$ cat config.mk
export PLATFORM = sky130hd
export DESIGN_NAME = spi_top
export DESIGN_NICKNAME = d
export VERILOG_FILES = /design/src/rtl/spi_top.sv
export SDC_FILE = /design/constraint.sdc
export NUM_CORES = 1
export LEC_CHECK = 0
export ABC_AREA = 1
export CORE_MARGIN = 4
export CORE_UTILIZATION = 45
export CTS_BUF_LIST = sky130_fd_sc_hd__clkbuf_8 sky130_fd_sc_hd__clkbuf_16
export CTS_CLUSTER_DIAMETER = 40
export DETAILED_ROUTE_END_ITERATION = 10
export PLACE_DENSITY_LB_ADDON = 0.05
export SYNTH_ARGS = -nofsm -noshare
export SYNTH_HDL_FRONTEND = slang
export SYNTH_SLANG_ARGS = --single-unit
$ cat constraint.sdc
create_clock -name Clk -period 3.48 [get_ports Clk]
set_clock_uncertainty 0.15 [all_clocks]
set_input_delay 0.696 -clock Clk [delete_from_list [all_inputs] [get_ports Clk]]
set_output_delay 0.696 -clock Clk [all_outputs]
set_load 0.005 [all_outputs]
$ cat src/rtl/spi_top.sv
// SPI master with a four-register host interface (CTRL, CONFIG, SSELEC, BUFFER).
// Optional macro SPI_BUSY_STATUS_EN exposes the live busy flag on CTRL bit 7.
module spi_top (
  input  logic       Clk,
  input  logic       Rst,
  input  logic [1:0] Addr,
  input  logic       Wr,
  input  logic [7:0] DataWr,
  output logic [7:0] DataRd,
  input  logic       MISO,
  output logic       MOSI,
  output logic       SCK,
  output logic [7:0] SlaveSelectors
);

  typedef enum logic {IDLE, XFER} state_e;

  state_e      state_q, state_d;
  logic        enable_q, enable_d;
  logic [1:0]  mode_q, mode_d;
  logic [3:0]  pre_q, pre_d;
  logic [7:0]  ssel_q, ssel_d;
  logic [7:0]  buffer_q, buffer_d;
  logic [7:0]  txShift_q, txShift_d;
  logic [7:0]  rxShift_q, rxShift_d;
  logic [3:0]  edgeCnt_q, edgeCnt_d;
  logic [3:0]  preCnt_q, preCnt_d;
  logic        sck_q, sck_d;
  logic        mosi_q, mosi_d;

  logic        wrCtrl, wrCfg, wrSsel, wrBuf;
  logic        leadingEdge;
  logic        busyBit;

  assign wrCtrl = Wr && (Addr == 2'd0);
  assign wrCfg  = Wr && (Addr == 2'd1);
  assign wrSsel = Wr && (Addr == 2'd2);
  assign wrBuf  = Wr && (Addr == 2'd3);

  always_ff @(posedge Clk) begin
    if (Rst) begin
      state_q   <= IDLE;
      enable_q  <= 1'b0;
      mode_q    <= 2'd0;
      pre_q     <= 4'd0;
      ssel_q    <= 8'hFF;
      buffer_q  <= 8'd0;
      txShift_q <= 8'd0;
      rxShift_q <= 8'd0;
      edgeCnt_q <= 4'd0;
      preCnt_q  <= 4'd0;
      sck_q     <= 1'b0;
      mosi_q    <= 1'b0;
    end else begin
      state_q   <= state_d;
      enable_q  <= enable_d;
      mode_q    <= mode_d;
      pre_q     <= pre_d;
      ssel_q    <= ssel_d;
      buffer_q  <= buffer_d;
      txShift_q <= txShift_d;
      rxShift_q <= rxShift_d;
      edgeCnt_q <= edgeCnt_d;
      preCnt_q  <= preCnt_d;
      sck_q     <= sck_d;
      mosi_q    <= mosi_d;
    end
  end

  // Each SCK toggle is counted as an edge 0..15; even edges are leading, odd are trailing.
  always_comb begin
    state_d     = state_q;
    enable_d    = enable_q;
    mode_d      = mode_q;
    pre_d       = pre_q;
    ssel_d      = ssel_q;
    buffer_d    = buffer_q;
    txShift_d   = txShift_q;
    rxShift_d   = rxShift_q;
    edgeCnt_d   = edgeCnt_q;
    preCnt_d    = preCnt_q;
    sck_d       = sck_q;
    mosi_d      = mosi_q;
    leadingEdge = ~edgeCnt_q[0];

    if (wrCtrl) enable_d = DataWr[0];
    if (wrSsel) ssel_d = DataWr;

    case (state_q)
      IDLE: begin
        if (wrCfg) begin
          mode_d = DataWr[5:4];
          pre_d  = DataWr[3:0];
        end
        sck_d = mode_d[1];
        if (wrBuf && enable_q) begin
          state_d   = XFER;
          txShift_d = DataWr;
          buffer_d  = DataWr;
          rxShift_d = 8'd0;
          edgeCnt_d = 4'd0;
          preCnt_d  = 4'd0;
          if (!mode_q[0]) mosi_d = DataWr[7];
        end
      end
      XFER: begin
        if (wrCtrl && !DataWr[0]) begin
          state_d   = IDLE;
          sck_d     = mode_q[1];
          edgeCnt_d = 4'd0;
          preCnt_d  = 4'd0;
        end else if (preCnt_q == pre_q) begin
          preCnt_d  = 4'd0;
          sck_d     = ~sck_q;
          edgeCnt_d = edgeCnt_q + 4'd1;
          if (leadingEdge ^ mode_q[0]) begin
            rxShift_d = {rxShift_q[6:0], MISO};
          end else if (mode_q[0]) begin
            mosi_d    = txShift_q[7];
            txShift_d = {txShift_q[6:0], 1'b0};
          end else if (edgeCnt_q != 4'd15) begin
            mosi_d    = txShift_q[6];
            txShift_d = {txShift_q[6:0], 1'b0};
          end
          // Final trailing edge: SCK is back at CPOL, so the byte is complete.
          if (edgeCnt_q == 4'd15) begin
            state_d   = IDLE;
            buffer_d  = rxShift_d;
            edgeCnt_d = 4'd0;
          end
        end else begin
          preCnt_d = preCnt_q + 4'd1;
        end
      end
      default: state_d = IDLE;
    endcase
  end

`ifdef SPI_BUSY_STATUS_EN
  assign busyBit = (state_q == XFER);
`else
  assign busyBit = 1'b0;
`endif

  always_comb begin
    DataRd = 8'd0;
    case (Addr)
      2'd0: DataRd = {busyBit, 6'd0, enable_q};
      2'd1: DataRd = {2'd0, mode_q, pre_q};
      2'd2: DataRd = ssel_q;
      2'd3: DataRd = buffer_q;
      default: DataRd = 8'd0;
    endcase
  end

  assign SCK            = sck_q;
  assign MOSI           = mosi_q;
  assign SlaveSelectors = ssel_q;

endmodule

* Word-level counts from Yosys, hierarchy flattened
Cells that the tools add are included.
Storage, ports and cells: input bits 14, word-level logic and storage cells 89, bits in registers 50, output and inout port bits 18
Cells by class: bitwise gates (word level) 4, reductions and logical operators 14, muxes and demuxes 42, $add $sub $neg 2, equal/unequal tests 14
Operators by type and width (count):
- 8-bit two-way mux | 13
- 8-bit one-hot mux with 2 select lines | 3
- 8-bit one-hot mux with 4 select lines | 1
- 4-bit two-way mux | 6
- 4-bit one-hot mux with 2 select lines | 2
- 1-bit two-way mux | 13
- 4-bit by 1-bit adder with 4-bit output (second input constant) | 2
- 2-bit != test (second input constant) | 4
- 1-bit logical AND | 6
- 3-bit by 1-bit != test with 1-bit output (second input constant) | 2
- 1-bit one-hot mux with 2 select lines | 3
- 6-bit AND reduction | 1
- 5-bit AND reduction | 1
- 2-bit equality test (second input constant) | 2
- 4-bit equality test | 1
- 4-bit equality test (second input constant) | 1
- 2-bit by 1-bit != test with 1-bit output (second input constant) | 2
- 4-bit != test (second input constant) | 1
- 2-bit AND reduction | 2
- 4-bit AND reduction | 1
- 1-bit NOT | 3
- 3-bit AND reduction | 1
- 2-bit by 1-bit equality test with 1-bit output (second input constant) | 1
- 2-bit zero test | 1
- other kinds (3) | 3

* Depth between registers and ports, before layout
depth after elaboration 7, mapped depth 11, gate-level depth less buffers 11

* Least setup slack after synthesis
Ideal clock, no wire load.
path kind input -> output, from input port Addr[1], to output port DataRd[0], data arrival time 1.139 ns, path slack 1.495 ns, required time 2.634 ns, stages on the path 4, path buffers 0, cells stage by stage inv_1 -> nor2_2 -> nand2_1 -> o2111ai_1
Between the ends: word-level cells in the longest chain between the ends 2, elaborated cells on any way between the ends 5, those cells by class 3 x eq/ne; 1 x mux; 1 x reduce/logical
Ends and longest elaborated chain:
- start: declaration | RTL line 6 | input logic [1:0] Addr,
- 2-bit equality test, or another cell as far along | RTL line 147 | case (Addr)
- 8-bit one-hot mux with 4 select lines (*) | RTL line 147
- end: declaration | RTL line 9 | output logic [7:0] DataRd,
Every way passes the cells marked *; elsewhere a longest branch is shown, timed or not.

* Worst setup path in the final report
Same ends and word-level chain as after synthesis.

==> results.sh <==
export IMPL_status="finished, final reports clean"
export IMPL_slew_headroom=0.639
export IMPL_synth_top_area_share=0.394
export IMPL_gp_congestion=0.802
export IMPL_synth_top_area_cell="dfxtp_1"
export IMPL_arrival_ps=2430
export IMPL_syn_avg_cell_area_um2=6.66
export IMPL_syn_num_nets=397
export IMPL_clockRootBuffer="clkbuf_8"
export IMPL_worstSkewPairLatency_ps=310
export IMPL_crit_fanout=10
export IMPL_drv_slew=0
export IMPL_pin_count=32
export IMPL_track_usage=0.182
export IMPL_viasPerCell=5.04
export IMPL_finalSetupTns_ps=0
export IMPL_dieHeight_um=83.1
export IMPL_yosysWarnings=0
export IMPL_cts_hold_buffers=0
export IMPL_layout_commonest_cell="nand2_1"
export IMPL_ys_ff_latch=50
export IMPL_rows=27
export IMPL_synthCells=381
export IMPL_syn_to_final_growth_pct=18.1
export IMPL_cts_htree_levels=2
export IMPL_coreArea_mm2=0.00547
export IMPL_routed_via_count=2424
export IMPL_first_global_vias=2110
export IMPL_post_cts_buffers=0
export IMPL_drive_above_1_share=0.0489
export IMPL_critPathRequiredTime_ps=2630
export IMPL_post_cts_resized=0
export IMPL_setup_worst_path_start_class="input port"
export IMPL_dpl_hpwl_um=4480
export IMPL_cts_tree="done"
export IMPL_ys_seq_area_frac=0.394
export IMPL_wire_per_inst_um=13.0
export IMPL_die_w_um=83.1
export IMPL_synthTopCellsByArea="dfxtp_1 (39%), nand2_1 (13%), nor2_1 (9.0%)"
export IMPL_drt_wl_total_um=6270
export IMPL_fmax_mhz=305
export IMPL_fin_crit_ps=3280
export IMPL_ys_types=32
export IMPL_dieArea_mm2=0.00690
export IMPL_num_antenna_cells=0
export IMPL_grt_first_pass_wirelength_um=10300
export IMPL_final_hold_violation_count=0
export IMPL_antenna_found_initial=0
export IMPL_cts_sinks=50
export IMPL_ir_drop_mv=0.208
export IMPL_syn_cell_area_mm2=0.00254
export IMPL_min_path_type="reg -> reg"
export IMPL_finalCritPeriodShare=0.941
export IMPL_design_area_mm2=0.00300
export IMPL_critical_path_class="in -> out"
export IMPL_leakage_nw=1.31
export IMPL_layout_common_cells="nand2_1 (91), nor2_1 (61), dfxtp_1 (50), inv_1 (44)"
export IMPL_ant_nets=0
export IMPL_grt_ovfl_total=0
export IMPL_drc=0
export IMPL_grt_max_degree=35
export IMPL_io_buffer_count=31
export IMPL_cts_buffers_inserted=5
export IMPL_initial_core_util=0.464
export IMPL_fill_cells=588
export IMPL_dpl_cell_area_mm2=0.00289
export IMPL_drtIter0Drc=126
export IMPL_clkTransAtPathRegs_ps=80
export IMPL_drv_cap=0
export IMPL_final_nets=424
export IMPL_tightest_slew_ps=541
export IMPL_setup_violations=0
export IMPL_drt_pass1_iter_count=4
export IMPL_crit_path_end_kind="primary output"
export IMPL_cellPowerDensity_mw_per_mm2=391
export IMPL_rsz0062_at_grt="no"
export IMPL_clock_path_buffers=2
## layout make-up
type	count	area [um^2]	area share
well taps	72	90.1	0.0301
repair buffers	34	333	0.111
inverters	45	169	0.0563
multi-input cells	272	1300	0.433
clock inverters	3	37.5	0.0125
flip-flops and latches	50	1000	0.334
clock buffers	5	68.8	0.0230
## report_power, final
part	switching, mW	internal (mW)
sequential	0.0131	0.592
clock	0.193	0.210
combinational	0.0934	0.0714
total	0.299	0.873
## synth_stat cells, drive strengths merged
master and n:
a21boi 1, a21oi 28, a31oi 1, and2 2
buf 9, clkbuf 5, clkinv 1, dfxtp 50
ha 2, inv 44, nand2 95, nand3 15
nand4 2, nor2 63, nor3 2, o2111ai 1
o211ai 7, o21a 6, o21ai 33, o21bai 1
o221ai 5, o22ai 6, xor2 2
## logic make-up after synthesis
family / count (synthesis) / share of synthesized area
AOI/OAI and AO/OA: 89 / 0.204
and+or+nand+nor: 179 / 0.291
adders and majority gates: 2 / 0.00986
xor gates and xnor gates: 2 / 0.00690
buffers and inverters: 59 / 0.0937
DFF: 50 / 0.394
## worst paths after layout
check | start | endpoint | slack, ps | cells past startpoint
max | Addr[1] | DataRd[0] | 200 | 6
min | txShift_q[6] | txShift_q[6] | 340 | 2
max reg2reg | state_q | buffer_q[1] | 1570 | 8
min reg2reg | txShift_q[6] | txShift_q[6] | 340 | 2
## state kept, by name (all words and copies together), names as in the netlist
register,count
SlaveSelectors,8
preCnt_q,4
state_q,1
buffer_q,8
pre_q,4
rxShift_q,8
MOSI,1
SCK,1
txShift_q,8
edgeCnt_q,4
mode_q,2
enable_q,1
## stage by stage
stage	hold WS (ps)	utilization	power (mW)	std cells	worst slack, ps
after global placement	316	0.528	0.781	473	273
after detailed placement	326	0.528	0.783	473	246
after global routing	364	0.548	1.23	481	95.1
after CTS	345	0.548	1.18	481	237
after floorplan	302	-	0.712	381	1490
final	341	0.548	1.17	481	204
## worst max-delay path, stage by stage
cell and delay [ps]:
clkdlybuf4s50_1 540, inv_1 90, nor2_2 370, nand2_1 90
o2111ai_1 110, clkdlybuf4s50_1 540
## metal layers
metal / vias to the layer above / GRT usage / part of all wire
met4: 0 / 0.0490 / 0.011
met3: 7 / 0.0446 / 0.041
met2: 39 / 0.275 / 0.43
li1: 1293 / - / -
met1: 1085 / 0.259 / 0.52
met5: - / 0 / 0
Note: power is estimated with default switching activity, not from simulation.
